===== src/rtl/demux_1to8_reg_if.sv =====
`default_nettype none
// ============================================================================
//  Module   : demux_1to8_reg_if
//  Purpose  : Bundle for the 1-to-8 demux. It carries the input word stream,
//             the lane select/mode controls, the eight output lanes and
//             their handshakes, and the status counters.
//  Revision : 1.0 - initial release
// ============================================================================
interface demux_1to8_reg_if #(
  parameter int DATA_W = 8,
  parameter int CNT_W  = 16
) ();

  logic [DATA_W-1:0]   data_in;
  logic [2:0]          selection_in;
  logic                in_valid;
  logic                in_ready;
  logic                auto_mode;
  logic [8*DATA_W-1:0] demux_out;
  logic [7:0]          out_valid;
  logic [7:0]          out_ready;
  logic [2:0]          seq_cnt;
  logic [CNT_W-1:0]    xfer_count;

  // Demux side: it consumes the input stream and drives the lanes.
  modport slave (
    input  data_in, selection_in, in_valid, auto_mode, out_ready,
    output in_ready, demux_out, out_valid, seq_cnt, xfer_count
  );

  // Producer/consumer side: it feeds words and drains the lanes.
  modport master (
    output data_in, selection_in, in_valid, auto_mode, out_ready,
    input  in_ready, demux_out, out_valid, seq_cnt, xfer_count
  );

endinterface
`default_nettype wire


===== src/rtl/demux_1to8_reg.sv =====
`default_nettype none
// ============================================================================
//  Module   : demux_1to8_reg
//  Purpose  : Clocked 1-to-8 demultiplexer. Each output lane has a 1-deep
//             register with a valid/ready handshake. The target lane comes
//             either from selection_in or, in auto mode, from a wrapping
//             sequence counter that de-interleaves a TDM stream.
//  Revision : 1.0 - initial release
// ============================================================================
module demux_1to8_reg #(
  parameter int DATA_W = 8,
  parameter int CNT_W  = 16
) (
  input  wire logic             clk,
  input  wire logic             rst_n,
  demux_1to8_reg_if.slave       bus
);

  logic [DATA_W-1:0] r_data [8];
  logic [7:0]        r_valid;
  logic [2:0]        r_seq;
  logic [CNT_W-1:0]  r_xfer;

  logic [2:0]        w_sel_eff;
  logic [7:0]        w_lane_free;
  logic              w_in_ready;
  logic              w_accept;
  logic [7:0]        w_load;

  // The mode switch takes effect in the same cycle; there is no registered
  // copy of the selection.
  assign w_sel_eff   = bus.auto_mode ? r_seq : bus.selection_in;

  // A lane being popped this cycle counts as free, so it can be refilled
  // back-to-back without a bubble.
  assign w_lane_free = ~r_valid | bus.out_ready;

  // Holding ready low during reset keeps the producer from believing a word
  // was taken while the registers are being cleared.
  assign w_in_ready  = rst_n & w_lane_free[w_sel_eff];
  assign w_accept    = bus.in_valid & w_in_ready;
  assign w_load      = w_accept ? (8'd1 << w_sel_eff) : 8'd0;

  // Per-lane data registers hold their last word after a pop; only reset
  // clears them.
  for (genvar i = 0; i < 8; i++) begin : g_lane
    always_ff @(posedge clk or negedge rst_n) begin
      if (!rst_n) begin
        r_data[i] <= '0;
      end else if (w_load[i]) begin
        r_data[i] <= bus.data_in;
      end
    end

    assign bus.demux_out[i*DATA_W +: DATA_W] = r_data[i];
  end

  // Pops clear valid; a load in the same cycle wins and keeps the lane full.
  always_ff @(posedge clk or negedge rst_n) begin
    if (!rst_n) begin
      r_valid <= 8'h00;
    end else begin
      r_valid <= (r_valid & ~bus.out_ready) | w_load;
    end
  end

  // The sequence counter only advances on words taken in auto mode; the
  // 3-bit width gives the 7->0 wrap for free.
  always_ff @(posedge clk or negedge rst_n) begin
    if (!rst_n) begin
      r_seq <= 3'd0;
    end else if (w_accept && bus.auto_mode) begin
      r_seq <= r_seq + 3'd1;
    end
  end

  // Accepted-word counter sticks at all-ones instead of wrapping.
  always_ff @(posedge clk or negedge rst_n) begin
    if (!rst_n) begin
      r_xfer <= '0;
    end else if (w_accept && (r_xfer != {CNT_W{1'b1}})) begin
      r_xfer <= r_xfer + 1'b1;
    end
  end

  assign bus.in_ready   = w_in_ready;
  assign bus.out_valid  = r_valid;
  assign bus.seq_cnt    = r_seq;
  assign bus.xfer_count = r_xfer;

endmodule
`default_nettype wire


===== src/flat_wrapper.sv =====
// flat-port wrapper written by rule: the top's interface ports become plain ports
module demux_1to8_reg_flat 
#(
  parameter int DATA_W = 8,
  parameter int CNT_W  = 16
)
  (clk, rst_n, bus_data_in, bus_selection_in, bus_in_valid, bus_auto_mode, bus_out_ready, bus_in_ready, bus_demux_out, bus_out_valid, bus_seq_cnt, bus_xfer_count);
  demux_1to8_reg_if #(.DATA_W(DATA_W), .CNT_W(CNT_W)) bus_i ();
  input  wire logic clk;
  input  wire logic rst_n;
  input wire logic [$bits(bus_i.data_in)-1:0] bus_data_in;
  input wire logic [$bits(bus_i.selection_in)-1:0] bus_selection_in;
  input wire logic [$bits(bus_i.in_valid)-1:0] bus_in_valid;
  input wire logic [$bits(bus_i.auto_mode)-1:0] bus_auto_mode;
  input wire logic [$bits(bus_i.out_ready)-1:0] bus_out_ready;
  output wire logic [$bits(bus_i.in_ready)-1:0] bus_in_ready;
  output wire logic [$bits(bus_i.demux_out)-1:0] bus_demux_out;
  output wire logic [$bits(bus_i.out_valid)-1:0] bus_out_valid;
  output wire logic [$bits(bus_i.seq_cnt)-1:0] bus_seq_cnt;
  output wire logic [$bits(bus_i.xfer_count)-1:0] bus_xfer_count;
  assign bus_i.data_in = bus_data_in;
  assign bus_i.selection_in = bus_selection_in;
  assign bus_i.in_valid = bus_in_valid;
  assign bus_i.auto_mode = bus_auto_mode;
  assign bus_i.out_ready = bus_out_ready;
  assign bus_in_ready = bus_i.in_ready;
  assign bus_demux_out = bus_i.demux_out;
  assign bus_out_valid = bus_i.out_valid;
  assign bus_seq_cnt = bus_i.seq_cnt;
  assign bus_xfer_count = bus_i.xfer_count;
  demux_1to8_reg #(.DATA_W(DATA_W), .CNT_W(CNT_W)) u_core (.clk(clk), .rst_n(rst_n), .bus(bus_i));
endmodule

===== config.mk =====
export PLATFORM = sky130hd
export DESIGN_NAME = demux_1to8_reg_flat
export DESIGN_NICKNAME = d
export VERILOG_FILES = /design/src/rtl/demux_1to8_reg_if.sv /design/src/rtl/demux_1to8_reg.sv /design/src/flat_wrapper.sv
export SDC_FILE = /design/constraint.sdc
export NUM_CORES = 1
export LEC_CHECK = 0
export ABC_CLOCK_PERIOD_IN_PS = 6350
export CORE_ASPECT_RATIO = 0.7
export CORE_MARGIN = 10
export CORE_UTILIZATION = 40
export CTS_CLUSTER_SIZE = 24
export DETAILED_ROUTE_END_ITERATION = 6
export PLACE_DENSITY = 0.7
export SKIP_CTS_REPAIR_TIMING = 1
export SLEW_MARGIN = 15
export SYNTH_ARGS = -nofsm -noshare
export SYNTH_HDL_FRONTEND = slang
export SYNTH_SLANG_ARGS = --single-unit

===== constraint.sdc =====
create_clock -name clk -period 6.35 [get_ports clk]
set_clock_uncertainty 0.2 [all_clocks]
set_input_delay 1.905 -clock clk [delete_from_list [all_inputs] [get_ports clk]]
set_output_delay 1.905 -clock clk [all_outputs]
set_load 0.05 [all_outputs]

==> results of run 1 <==
## power breakdown
| part | total [mW] | internal, mW | leakage (nW) | switching [mW] |
|---|---|---|---|---|
| clock network | 0.524 | 0.313 | 0.142 | 0.210 |
| logic | 1.70 | 0.591 | 1.11 | 1.11 |
| registers | 0.986 | 0.819 | 1.13 | 0.167 |
| total | 3.21 | 1.72 | 2.38 | 1.49 |
## sequential cells by signal (all words and copies together), names as in the netlist
signal                 flops
u_core.bus.seq_cnt         3
u_core.bus.out_valid       8
u_core.bus.demux_out      64
u_core.bus.xfer_count     16
## synthesized netlist by cell type
master    instances  share of area (%)
a21oi_1           6               0.78
nand2b_1          7                1.1
nor3b_2           1               0.33
nand4_1           4               0.65
xnor2_1           2               0.46
nand2_1          15                1.5
and3_1            2               0.33
o21ai_1           1               0.13
or3b_1            2               0.46
buf_4             2               0.39
buf_2             1               0.13
nor4b_2           1               0.39
nor3_4            1               0.42
a2111o_1          2               0.59
and2_1            3               0.49
buf_6             1               0.29
clkbuf_1          1              0.097
nor2_2            2               0.33
xor2_1           14                3.2
or2_1             2               0.33
mux2_1           14                4.1
o22a_4            1               0.46
ha_1              2               0.65
inv_1             2               0.20
nand3_1           8                1.0
nor4_2            4                1.3
nand3b_1          4               0.78
nor2_1            4               0.39
dfrtp_1          91                 59
nand2_2           3               0.49
nor3_2            8                2.1
or2_2             1               0.16
a311o_1           1               0.26
mux2i_1           3               0.78
nor2b_1           2               0.33
mux2_2           52                 15
o32ai_1           1               0.23
## worst register-to-register path, cell delays in order, from the launching register on
cell	delay [ns]
dfrtp_1	0.48
nand2b_1	0.16
o32ai_1	0.14
a2111o_1	0.45
nor2_2	0.25
and2_1	0.54
mux2_1	0.39
## final cells by class
cell class                 instances  area (um2)  area share [%]
sequential                        91        2280            42.0
multi-input combinational        173        1530            28.2
timing repair buffer             115        1160            21.3
clock buffer                      11         243            4.48
tap                              124         155            2.86
clock inverter                     4        51.3           0.947
inverter                           2        7.51           0.139
## worst max-delay path by stage
stage	start	to	slack [ns]
after floorplan	bus_auto_mode	bus_in_ready	1.02
after global placement	bus_auto_mode	bus_in_ready	0.50
after detailed placement	bus_auto_mode	bus_in_ready	0.41
after CTS	bus_auto_mode	bus_in_ready	0.39
after global routing	bus_auto_mode	bus_in_ready	0.25
final	bus_auto_mode	bus_in_ready	0.38
## cell families (layout without fill, tap and decap cells)
kind of cell | after synthesis | count (layout) | synth area share (%)
flip-flops | 91 | 91 | 59.2
XOR/XNOR | 16 | 16 | 3.64
adder cells (fa/ha/maj) | 2 | 2 | 0.650
AO/OA/AOI/OAI | 12 | 12 | 2.44
AND/OR/NAND/NOR | 74 | 74 | 12.9
multiplexers | 69 | 69 | 20.1
buffers and inverters | 7 | 132 | 1.11
## per-layer routing
| layer | wire (um) | global-route usage, % | vias to the layer above |
|---|---|---|---|
| met5 | 0 | 0 | - |
| met4 | 92 | 3.63 | 0 |
| met3 | 870 | 7.01 | 7 |
| met2 | 4710 | 23.7 | 78 |
| met1 | 4430 | 17.3 | 1330 |
| li1 | - | - | 1211 |
==> out/metrics.csv, run 1 <==
metric,value,unit
drt drc,0,
hold-critical path depth,1,
total clock sinks,91,
"Seq/Total Area, Yosys",59.2,%
IO Pins,115,
Worst VDD drop,341,uV
r2r setup slk,3.63,ns
most frequent cells in the layout,"clkdlybuf4s50_1 (112), dfrtp_1 (91), mux2_2 (52), nand2_1 (15)",
Cell Pwr Density,593,nW/um2
critical path required time,4.24,ns
"Hold Vio Cnt, Final",0,
CP Capture Type,output pin,
endpoints failing setup,0,
Nets,417,
first-pass GRT wire length,15.8,mm
placed insts,505,
drt pass-1 iters,4,
post-synthesis register bit count,91,
post-route cell area,5420,um2
"Arr. time, crit path",3.86,ns
Inserted Clock Buffers,9,
"most common cell after layout, fill and taps aside",clkdlybuf4s50_1,
Crit. path cell count,7,
post-route antenna net violation count,0,
status,"finished, final reports clean",
fin. max-slew vios,0,
Yosys cell types,37,
Std-Cell Rows,29,
"Remaining Overflow, GRT",0,
syn_nets,296,
share of cells above drive strength 1,23.0,%
Clock Pin Slew Worst Setup and Hold Paths,0.06,ns
Total Power,3.21,mW
TritonCTS clock tree,built,
die area,14000,um2
Avg WL per Cell,19.4,um
fill count,786,
Routed Wire Length,10.1,mm
CP Launch Type,input port,
CTS H-tree depth,3,
Hold Startpoint,u_core.bus.demux_out[3],
Worst-Margin Slew,0.954,ns
Util after Layout,58.8,%
"Period Utilization, post-route",94.0,%
fin crit period,5.97,ns
Setup TNS Final,0,ns
Syn. warnings,0,
final worst setup slack,0.381,ns
Syn Std Cell Area,3850,um2
Setup WS pre-CTS,0.409,ns
Die Y-Extent,102,um
Via density,5.05,
max-cap violations,0,
largest net degree at the start of global routing,78,
routed vias,2626,
Tot GR Track Use,14.6,%
worst path buffer plus inverter count,2,
initial antenna violation count,0,
vias in the first global route,2879,
CTS Buffer Depth,2,
cell family with most CP delay,buffers and inverters,
crit-path cells,"clkdlybuf4s50_1, or3b_1, a21oi_1, a2111o_1, mux2i_1, and2_1, buf_12",
Post-DP Area,5120,um2
Slew HR,36.4,%
crit-path max FO,11,
Root Driver,clkbuf_16,
worst reg-to-reg path cell count,6,
Die X,137,um
Cells after Synth,271,
# port buffers,114,
LEAKAGE,2.38,nW
final hold slack,0.284,ns
crit-path max cell delay,0.70,ns
Slowest cell on crit path,clkdlybuf4s50_1,
core outline area,9220,um2
HPWL after DPL,7.56,mm
GP Congestion,0.796,
Finished Layout Cells,520,
min-delay worst type,reg2reg,
Mean Syn Cell Area,14.2,um2
initial DRC count,105,
RSZ-0062 raised after global routing,no,
RR Startpoint,u_core.bus.seq_cnt[0],
critical path class,in2out,
Hold Path Sink,u_core.bus.demux_out[3],
Clock Latency Late Sink,0.34,ns
achievable clock frequency,168,MHz
r2r endpoint,u_core.bus.demux_out[1],
Ant. Diodes,0,
area grow syn2layout,40.8,%
initial core utilization,41.7,%
(Power assumes the default switching activity.)
==> run 2, diff against run 1 <==
--- a/config.mk
+++ b/config.mk
@@ -6,14 +6,16 @@
 export NUM_CORES = 1
 export LEC_CHECK = 0
 export ABC_CLOCK_PERIOD_IN_PS = 6350
+export CAP_MARGIN = 0
 export CORE_ASPECT_RATIO = 0.7
 export CORE_MARGIN = 10
 export CORE_UTILIZATION = 40
 export CTS_CLUSTER_SIZE = 24
 export DETAILED_ROUTE_END_ITERATION = 6
+export MAX_ROUTING_LAYER = met4
 export PLACE_DENSITY = 0.7
 export SKIP_CTS_REPAIR_TIMING = 1
-export SLEW_MARGIN = 15
+export SLEW_MARGIN = 10
 export SYNTH_ARGS = -nofsm -noshare
 export SYNTH_HDL_FRONTEND = slang
 export SYNTH_SLANG_ARGS = --single-unit
==> out/metrics.csv, run 2 (synthesized netlist as in run 1, its figures left out) <==
metric,value,unit
status,"finished, final reports clean",
share of cells above drive strength 1,23.0,%
die area,14000,um2
"Hold Vio Cnt, Final",0,
endpoints failing setup,0,
Die Y-Extent,102,um
fill count,786,
max reg flops,64,
max-cap violations,0,
Ant. Diodes,0,
CP Launch Type,input port,
CTS Buffer Depth,2,
Clock Pin Slew Worst Setup and Hold Paths,0.06,ns
RSZ-0062 raised after global routing,no,
area of the multi-input gates,1530,um2
worst path buffer plus inverter count,2,
Nets,417,
Cell Pwr Density,593,nW/um2
Slew HR,35.6,%
FF/Latch Area,2280,um2
critical path class,in2out,
Slowest cell on crit path,clkdlybuf4s50_1,
achievable clock frequency,167,MHz
"most common cell after layout, fill and taps aside",clkdlybuf4s50_1,
area grow syn2layout,40.8,%
Clock Latency Late Sink,0.34,ns
GP Congestion,0.807,
final worst setup slack,0.379,ns
initial DRC count,133,
"Remaining Overflow, GRT",0,
Tot GR Track Use,15.1,%
Worst-Margin Slew,0.965,ns
Routed Wire Length,10.1,mm
drt drc,0,
CP Capture Type,output pin,
Root Driver,clkbuf_16,
Std-Cell Rows,29,
CTS H-tree depth,3,
"Period Utilization, post-route",94.0,%
Setup WS pre-CTS,0.409,ns
crit-path cells,"clkdlybuf4s50_1, or3b_1, a21oi_1, a2111o_1, mux2i_1, and2_1, buf_12",
post-route antenna net violation count,0,
most frequent cells in the layout,"clkdlybuf4s50_1 (112), dfrtp_1 (91), mux2_2 (52), nand2_1 (15)",
critical path required time,4.24,ns
"Arr. time, crit path",3.87,ns
Die X,137,um
core outline area,9220,um2
largest net degree at the start of global routing,78,
routed vias,2636,
Worst VDD drop,341,uV
total clock sinks,91,
first-pass GRT wire length,15.7,mm
Setup TNS Final,0,ns
TritonCTS clock tree,built,
Via density,5.07,
Util after Layout,58.8,%
initial core utilization,41.7,%
LEAKAGE,2.38,nW
Avg WL per Cell,19.4,um
fin. max-slew vios,0,
IO Pins,115,
initial antenna violation count,0,
Inserted Clock Buffers,9,
# port buffers,114,
HPWL after DPL,7.56,mm
cell family with most CP delay,buffers and inverters,
crit-path max cell delay,0.70,ns
vias in the first global route,2877,
min-delay worst type,reg2reg,
fin crit period,5.97,ns
crit-path max FO,11,
drt pass-1 iters,4,
run 2: cell counts in the layout (fill, tap and decap cells not counted):
No cell type changed its count.
run 2: path summary, 6_finish.rpt:
path	startpoint	endpoint	slack (ns)	cells after the start
worst max-delay path	bus_auto_mode	bus_in_ready	0.38	7
worst min register to register	u_core.bus.demux_out[3]	u_core.bus.demux_out[3]	0.28	1
max in group asynchronous	rst_n	u_core.bus.demux_out[1]	3.52	2
worst max register to register	u_core.bus.seq_cnt[0]	u_core.bus.demux_out[1]	3.62	6
worst min-delay path	u_core.bus.demux_out[3]	u_core.bus.demux_out[3]	0.28	1
min in group asynchronous	rst_n	u_core.bus.demux_out[19]	1.22	1
run 2: routing by layer:
metal  track usage (%)  up-vias  routed length (um)
li1                  -     1213                   -
met1              17.5     1339                4520
met2              23.9       78                4740
met3              6.37        6                 750
met4              3.63        0                  93
met5                 -        -                   0
run 2: cell type report:
| cell class | count | share of cell area [%] |
|---|---|---|
| clock buffer | 11 | 4.48 |
| clock inverter | 4 | 0.947 |
| inverter | 2 | 0.139 |
| multi-input combinational | 173 | 28.2 |
| sequential | 91 | 42.0 |
| tap | 124 | 2.86 |
| timing repair buffer | 115 | 21.3 |
run 2: through the flow:
stage / power, mW / std cells / hold slack [ns] / instance area [um2]
floorplan: 2.07 / 271 / 0.593 / 3850
global placement: 2.68 / 505 / 0.268 / 5120
detailed placement: 2.72 / 505 / 0.277 / 5120
CTS: 3.25 / 520 / 0.290 / 5420
global route: 3.36 / 520 / 0.305 / 5420
finish: 3.21 / 520 / 0.285 / 5420
run 2: power breakdown:
part / internal, mW / leakage (nW) / switching (mW)
clock: 0.313 / 0.142 / 0.210
combinational: 0.591 / 1.11 / 1.11
sequential: 0.819 / 1.13 / 0.167
total: 1.72 / 2.38 / 1.49
run 2: worst reg2reg max path: stages, from the launching register on:
cell	delay, ns
dfrtp_1	0.48
nand2b_1	0.16
o32ai_1	0.14
a2111o_1	0.45
nor2_2	0.25
and2_1	0.55
mux2_1	0.39
==> run 3, diff against run 2 <==
--- a/config.mk
+++ b/config.mk
@@ -14,6 +14,7 @@
 export DETAILED_ROUTE_END_ITERATION = 6
 export MAX_ROUTING_LAYER = met4
 export PLACE_DENSITY = 0.7
+export RECOVER_POWER = 100
 export SKIP_CTS_REPAIR_TIMING = 1
 export SLEW_MARGIN = 10
 export SYNTH_ARGS = -nofsm -noshare
==> out/metrics.csv, run 3 (synthesized netlist as in run 1, its figures left out) <==
metric,value,unit
status,finished with violations,
min-delay worst type,reg2reg,
sequential power share,31.4,%
Avg WL per Cell,19.4,um
failing checks,"capacitance limit, slew limit",
first-pass GRT wire length,15.7,mm
crit-path max FO,11,
Clk network pwr share,16.9,%
drt pass-1 iters,4,
Clock Pin Slew Worst Setup and Hold Paths,0.06,ns
Post-DP Area,5120,um2
Worst VDD drop,323,uV
CTS Buffer Depth,2,
Hold Startpoint,u_core.bus.demux_out[3],
Setup TNS Final,0,ns
crit-path cells,"dlygate4sd3_1, or3b_1, a21oi_1, a2111o_1, mux2i_1, and2_0, buf_12",
critical path class,in2out,
critical path required time,4.24,ns
fin. max-slew vios,78,
Tot GR Track Use,15.1,%
M1 GR Usage,17.5,%
Root Driver,clkbuf_16,
share of cells above drive strength 1,17.7,%
Ant. Diodes,0,
total clock sinks,91,
HPWL after DPL,7.56,mm
initial antenna violation count,0,
"Period Utilization, post-route",95.1,%
initial DRC count,126,
RSZ-0062 raised after global routing,no,
hold-critical path depth,1,
"Remaining Overflow, GRT",0,
TritonCTS clock tree,built,
largest net degree at the start of global routing,78,
IO Pins,115,
r2r endpoint,u_core.bus.demux_out[1],
max reg flops,64,
RR Startpoint,u_core.bus.seq_cnt[0],
Nets,417,
CP Launch Type,input port,
routed vias,2640,
r2r setup slk,3.44,ns
core outline area,9220,um2
die area,14000,um2
CTS H-tree depth,3,
max-cap violations,1,
area grow syn2layout,38.1,%
CP Capture Type,output pin,
achievable clock frequency,166,MHz
Via density,5.08,
"Hold Vio Cnt, Final",0,
worst reg-to-reg path cell count,6,
crit-path max cell delay,0.75,ns
Psw,1.47,mW
Cell Pwr Density,584,nW/um2
"most common cell after layout, fill and taps aside",dlygate4sd3_1,
M2 GR Usage,23.9,%
Hold Path Sink,u_core.bus.demux_out[3],
# port buffers,114,
most frequent cells in the layout,"dlygate4sd3_1 (92), dfrtp_1 (91), mux2_2 (52), clkdlybuf4s50_1 (20), nand2_1 (18)",
"Arr. time, crit path",3.94,ns
M3 GR Usage,6.37,%
Worst-Margin Slew,1.87,ns
LEAKAGE,2.48,nW
GP Congestion,0.807,
Die Y-Extent,102,um
Routed Wire Length,10.1,mm
post-route antenna net violation count,0,
Std-Cell Rows,29,
Power Internal,1.63,mW
Die X,137,um
Inserted Clock Buffers,9,
fill count,811,
Clock Latency Late Sink,0.34,ns
Slew HR,-24.9,%
busiest grt layer,met2,
combinational share of power,51.8,%
endpoints failing setup,0,
fin crit period,6.04,ns
vias in the first global route,2877,
Slowest cell on crit path,dlygate4sd3_1,
initial core utilization,41.7,%
Sw Ratio,47.4,%
drt drc,0,
post-route cell area,5310,um2
run 3: power groups by stage:
stage / clock network (mW) / registers [mW] / logic, mW
after floorplan: 0 / 1.80 / 0.269
after global placement: 0 / 0.983 / 1.70
after detailed placement: 0 / 0.995 / 1.72
after CTS: 0.536 / 0.989 / 1.73
after global routing: 0.568 / 1.01 / 1.68
final: 0.524 / 0.973 / 1.61
run 3: per-stage QoR:
step | worst slack, ns | cells | hold WS, ns | utilization [%] | power, mW
floorplan | 1.02 | 271 | 0.593 | - | 2.07
global placement | 0.499 | 505 | 0.268 | 55.6 | 2.68
detailed placement | 0.409 | 505 | 0.277 | 55.6 | 2.72
CTS | 0.387 | 520 | 0.290 | 58.8 | 3.25
global route | 0.164 | 520 | 0.299 | 57.7 | 3.25
finish | 0.309 | 520 | 0.278 | 57.7 | 3.10
run 3: worst max path at each step:
| stage | from | endpoint | slack [ns] | cells after the start |
|---|---|---|---|---|
| after global placement | bus_auto_mode | bus_in_ready | 0.50 | 7 |
| after detailed placement | bus_auto_mode | bus_in_ready | 0.41 | 7 |
| final | bus_auto_mode | bus_in_ready | 0.31 | 7 |
| after CTS | bus_auto_mode | bus_in_ready | 0.39 | 7 |
| after floorplan | bus_auto_mode | bus_in_ready | 1.02 | 6 |
| after global routing | bus_auto_mode | bus_in_ready | 0.16 | 7 |
run 3: cell type report:
class	instances	area [um2]	share of cell area, %
Timing Repair Buffer	115	1150	21.6
Sequential cell	91	2280	42.9
Clock inverter	4	51.3	0.965
Tap cell	124	155	2.92
Inverter	2	7.51	0.141
Clock buffer	11	243	4.57
Multi-Input combinational cell	173	1430	26.9
run 3: metal layers:
layer,vias to the layer above,routed length [um]
met5,-,0
met2,82,4730
li1,1218,-
met3,6,764
met1,1334,4510
met4,0,93
run 3: worst max-delay path, delay by kind of cell:
family	cells	cell delay (ns)
AND/OR/NAND/NOR	2	0.45
buffers and inverters	2	0.91
AO/OA/AOI/OAI	2	0.51
multiplexers	1	0.15
